<file path="src/rtl/alu_arb_pkg.sv">
// rtl/alu_arb_pkg.sv - shared types and constants for the two-port ALU arbiter
package alu_arb_pkg;

  localparam int ALU_W     = 16;
  localparam int ALU_SEL_W = 3;

  typedef enum logic [1:0] {
    IDLE = 2'd0,
    EXEC = 2'd1,
    RESP = 2'd2
  } arb_state_t;

  typedef logic grant_t;

  // Turn a requester index into its one-hot handshake bit
  function automatic logic [1:0] grant_onehot(input grant_t g);
    return g ? 2'b10 : 2'b01;
  endfunction

endpackage

</file>
<file path="src/rtl/alu.sv">
// rtl/alu.sv - shared combinational ALU: add, sub, and, or, xor, not, shl1, shr1
module alu #(
  parameter int WIDTH = 16,
  parameter int SEL_W = 3
) (
  input  logic [WIDTH-1:0] A,
  input  logic [WIDTH-1:0] B,
  input  logic [SEL_W-1:0] ALU_Sel,
  output logic [WIDTH-1:0] ALU_Out
);

  // Pure combinational operation select; result truncated to WIDTH
  always_comb begin
    ALU_Out = '0;
    case (ALU_Sel)
      SEL_W'(0): ALU_Out = A + B;
      SEL_W'(1): ALU_Out = A - B;
      SEL_W'(2): ALU_Out = A & B;
      SEL_W'(3): ALU_Out = A | B;
      SEL_W'(4): ALU_Out = A ^ B;
      SEL_W'(5): ALU_Out = ~A;
      SEL_W'(6): ALU_Out = A << 1;
      SEL_W'(7): ALU_Out = A >> 1;
      default:   ALU_Out = '0;
    endcase
  end

endmodule

</file>
<file path="src/rtl/alu_arbiter.sv">
// rtl/alu_arbiter.sv - shares one ALU between two requesters; ALU_ARB_ROUND_ROBIN_EN selects round-robin
module alu_arbiter
  import alu_arb_pkg::*;
#(
  parameter int WIDTH = ALU_W,
  parameter int SEL_W = ALU_SEL_W
) (
  input  logic             clk,
  input  logic             rst,
  input  logic [1:0]       req_valid,
  output logic [1:0]       req_ready,
  input  logic [WIDTH-1:0] a0,
  input  logic [WIDTH-1:0] b0,
  input  logic [SEL_W-1:0] sel0,
  input  logic [WIDTH-1:0] a1,
  input  logic [WIDTH-1:0] b1,
  input  logic [SEL_W-1:0] sel1,
  output logic [1:0]       rsp_valid,
  input  logic [1:0]       rsp_ready,
  output logic [WIDTH-1:0] rsp_data,
  output logic             busy,
  output logic [15:0]      ops_done
);

  arb_state_t       state_q, state_d;
  logic [WIDTH-1:0] a_q, a_d, b_q, b_d, result_q, result_d;
  logic [SEL_W-1:0] sel_q, sel_d;
  grant_t           grant_q, grant_d, last_grant_q, last_grant_d;
  logic [1:0]       rsp_valid_q, rsp_valid_d;
  logic             busy_q, busy_d;
  logic [15:0]      ops_done_q, ops_done_d;
  logic [WIDTH-1:0] alu_out;
  grant_t           arb_pick;

  // Choose the winner among currently valid requests
  always_comb begin
    arb_pick = 1'b0;
    if (req_valid == 2'b11) begin
`ifdef ALU_ARB_ROUND_ROBIN_EN
      arb_pick = ~last_grant_q;
`else
      arb_pick = 1'b0;
`endif
    end else if (req_valid[1]) begin
      arb_pick = 1'b1;
    end
  end

  // Accept only in IDLE, so requester inputs never bypass the operand registers
  always_comb begin
    req_ready = 2'b00;
    if (state_q == IDLE && (|req_valid)) begin
      req_ready = grant_onehot(arb_pick);
    end
  end

  // Next-state and datapath register updates for the IDLE/EXEC/RESP sequence
  always_comb begin
    state_d      = state_q;
    a_d          = a_q;
    b_d          = b_q;
    sel_d        = sel_q;
    grant_d      = grant_q;
    last_grant_d = last_grant_q;
    result_d     = result_q;
    rsp_valid_d  = rsp_valid_q;
    ops_done_d   = ops_done_q;
    case (state_q)
      IDLE: begin
        if (|req_valid) begin
          a_d          = arb_pick ? a1 : a0;
          b_d          = arb_pick ? b1 : b0;
          sel_d        = arb_pick ? sel1 : sel0;
          grant_d      = arb_pick;
          last_grant_d = arb_pick;
          state_d      = EXEC;
        end
      end
      EXEC: begin
        result_d    = alu_out;
        rsp_valid_d = grant_onehot(grant_q);
        state_d     = RESP;
      end
      RESP: begin
        if (rsp_ready[grant_q]) begin
          rsp_valid_d = 2'b00;
          ops_done_d  = ops_done_q + 16'd1;
          state_d     = IDLE;
        end
      end
      default: begin
        state_d = IDLE;
      end
    endcase
    busy_d = (state_d != IDLE);
  end

  // Register all state; reset discards any in-flight operation
  always_ff @(posedge clk) begin
    if (rst) begin
      state_q      <= IDLE;
      a_q          <= '0;
      b_q          <= '0;
      sel_q        <= '0;
      grant_q      <= 1'b0;
      last_grant_q <= 1'b1;
      result_q     <= '0;
      rsp_valid_q  <= 2'b00;
      busy_q       <= 1'b0;
      ops_done_q   <= 16'd0;
    end else begin
      state_q      <= state_d;
      a_q          <= a_d;
      b_q          <= b_d;
      sel_q        <= sel_d;
      grant_q      <= grant_d;
      last_grant_q <= last_grant_d;
      result_q     <= result_d;
      rsp_valid_q  <= rsp_valid_d;
      busy_q       <= busy_d;
      ops_done_q   <= ops_done_d;
    end
  end

  // While an operation is in flight the recorded last grant is its owner
  a_grant_tracks_last : assert property (@(posedge clk) disable iff (rst)
    (state_q != IDLE) |-> (grant_q == last_grant_q));

  alu #(
    .WIDTH(WIDTH),
    .SEL_W(SEL_W)
  ) u_alu (a_q, b_q, sel_q, alu_out);

  assign rsp_valid = rsp_valid_q;
  assign rsp_data  = result_q;
  assign busy      = busy_q;
  assign ops_done  = ops_done_q;

endmodule

</file>
<file path="config.mk">
export PLATFORM = sky130hd
export DESIGN_NAME = alu_arbiter
export DESIGN_NICKNAME = d
export VERILOG_FILES = /design/src/rtl/alu_arb_pkg.sv /design/src/rtl/alu.sv /design/src/rtl/alu_arbiter.sv
export SDC_FILE = /design/constraint.sdc
export NUM_CORES = 1
export LEC_CHECK = 0
export CORE_UTILIZATION = 35
export CTS_BUF_LIST = sky130_fd_sc_hd__clkbuf_2 sky130_fd_sc_hd__clkbuf_4 sky130_fd_sc_hd__clkbuf_8
export DETAILED_ROUTE_END_ITERATION = 8
export GPL_TIMING_DRIVEN = 0
export PLACE_DENSITY = 0.56
export SLEW_MARGIN = 10
export SYNTH_ARGS = -nofsm -noshare
export SYNTH_HDL_FRONTEND = slang
export SYNTH_HIERARCHICAL = 1
export SYNTH_SLANG_ARGS = --single-unit
</file>
<file path="constraint.sdc">
create_clock -name clk -period 8.7 [get_ports clk]
set_input_delay 2.175 -clock clk [delete_from_list [all_inputs] [get_ports clk]]
set_output_delay 2.175 -clock clk [all_outputs]
set_load 0.05 [all_outputs]
</file>
==> results.toml <==
[status]
status = "finished clean"

[drt]
first_pass_iters = 5
routed_wl_mm = 17.4
drtIter0Drc = 383
drcViolationCount = 0
via_count = 5403
vias_per_cell = 5.48
avgRoutedWirePerCell_um = 17.6
ant_nets = 0

[clocking]
cts_resized = 0
ctsHoldBuffers = 0
htreeDepth = 3
post_cts_buffers = 0
clkSlewWorstSetupHoldPaths_ns = 0.08
cts-buffers-inserted = 9
cts.sink_count = 73
cts_root_buf = "clkbuf_8"
clk_latency_ns = 0.37
clock_path_buffers = 2
tritoncts = "yes"

[sta]
holdWs_ns = 0.453
tns_ns = 0
hold_violations = 0
tightest_slew_ns = 0.916
relSlewSlack = 0.388
fin_crit_ns = 6.97
max_freq_mhz = 143
setup_viol = 0
rsz0062_at_grt = "no"
drv_slew = 0
finalCritPeriodShare = 0.802
layout_setup_ws_ns = 1.73
skew_ns = 0.0115

[worst_setup_path]
cp_max_fo = 10
worst_setup_path_end_kind = "primary output"
start_kind = "input pin"
required_ns = 6.53
r2r-start = "sel_q[0]"
setup.worst_path.class = "input pin to primary output"
critPathArrivalTime_ns = 4.80
startpoint = "req_valid[0]"

[floorplan]
start_util = 0.361
die-height_um = 125
row_count = 44
core_um2 = 14600
io_pins = 113
die_area_um2 = 15500
die_w_um = 125

[global_routing]
grt_pass1_wl_mm = 28.3
antenna_found_initial = 0
grt-ovfl-total = 0
grt_pass1_vias = 5398
grt_max_degree = 16
grt.total_usage = 0.232

[layout]
layout-drive-gt1-share = 0.0599
fillers = 1473
diodes = 0
mostFrequentLayoutCell = "clkdlybuf4s50_1"
nNetsFinal = 923
postLayoutCellArea_um2 = 6820
layout_common_cells = "112 x clkdlybuf4s50_1, 105 x nand2_1, 87 x a21oi_1"
area_growth_pct = 29.6

[logic_synthesis]
yosys.area.top_type = "dfxtp_1"
synthCells = 674
avgSynthCellArea_um2 = 7.81
yosysUniqueCellTypes = 69
async_flop_share = 0
synth_edf_count = 0
syn_nets = 800
synth.cell_area_um2 = 5260
synth_top_area_frac = 0.278
synth-main-ff-cell = "dfxtp_1"
ys_seq_elements = 73
ys_seq_area_frac = 0.278
yosys_warnings = 6
yosys-top-cells-area = "dfxtp_1 28%, ha_1 12%, a21oi_1 8.3%"

[place]
place.gp.congestion = 0.945
placed_cell_area_um2 = 6610
dp_hpwl_mm = 13.9
dp_slack_ns = 1.70
port_buffers = 112

[power_and_ir_drop]
power.density_nw_per_um2 = 175
leakage_nw = 2.48
peakVddDrop_mv = 0.0994

[min_path]
hold_path_startpoint = "rsp_data[7]"
min_path_type = "register to register"

[job]
max_cap_violations = 0
kinds of logic (layout without fill, tap and decap cells):
| kind of cell | Yosys count | after routing | share of synthesized area |
|---|---|---|---|
| buffers and inverters | 83 | 211 | 0.0640 |
| adders and majority gates | 50 | 50 | 0.120 |
| DFF | 73 | 73 | 0.278 |
| AOI/OAI and AO/OA | 224 | 224 | 0.268 |
| muxes | 13 | 13 | 0.0399 |
| xor gates and xnor gates | 31 | 31 | 0.0516 |
| and+or+nand+nor | 200 | 200 | 0.178 |
worst max-delay path: stages:
cell and delay [ns]:
clkdlybuf4s50_1 0.46, nor4b_2 0.78, clkbuf_1 0.49, clkdlybuf4s50_1 0.90
power by group:
group	switching [W]	internal (W)	leakage [nW]	total, W
combinational	0.000299	0.000220	1.78	0.000519
sequential	0.0000347	0.000361	0.597	0.000395
clock	0.000144	0.000138	0.103	0.000282
total	0.000478	0.000719	2.48	0.00120
synth_stat cells (all sizes together), types with 5 or more instances:
cell type and n:
nand2 105, a21oi 89, dfxtp 73, ha 49, inv 41, o21ai 40, a22oi 39, nor2 34
clkbuf 29, xnor2 24, buf 12, nand2b 9, nand3 7, o21a 7, xor2 7, a31oi 6
mux4 6, nor3 6, or3 6, a211oi 5
layer usage:
metal / vias to the layer above / wire, µm / part of all wire / global-route usage
li1: 2655 / - / - / -
met1: 2524 / 7920 / 0.46 / 0.310
met2: 200 / 7900 / 0.46 / 0.374
met3: 24 / 1170 / 0.067 / 0.0451
met4: 0 / 368 / 0.021 / 0.0695
met5: - / 0 / 0 / 0
final timing paths:
kind             endpoint  slack (ns)  cells past startpoint
max          req_ready[1]        1.73                      4
min           rsp_data[7]        0.45                      2
min reg2reg   rsp_data[7]        0.45                      2
max reg2reg  rsp_data[13]        4.85                     14
flip-flops by register name (all words and copies together), names as in the netlist:
register   count
a_q           16
b_q           16
ops_done      16
rsp_data      16
sel_q          3
rsp_valid      2
state_q        2
busy           1
grant_q        1
per-stage QoR:
step                      power (W)  utilization  cells
after floorplan            0.000750            -    674
after global placement     0.000911        0.453    970
after detailed placement   0.000918        0.453    970
after CTS                   0.00120        0.468    986
after global routing        0.00128        0.468    986
final                       0.00120        0.468    986
cell type report:
class | count | area (µm²) | area share
Buffer | 41 | 179 | 0.0262
Clock buffer | 9 | 124 | 0.0182
Clock inverter | 7 | 83.8 | 0.0123
Inverter | 42 | 158 | 0.0231
Multi-Input combinational cell | 518 | 3460 | 0.508
Sequential cell | 73 | 1460 | 0.214
Tap cell | 184 | 230 | 0.0337
Timing Repair Buffer | 112 | 1120 | 0.164
(Power assumes the default switching activity.)
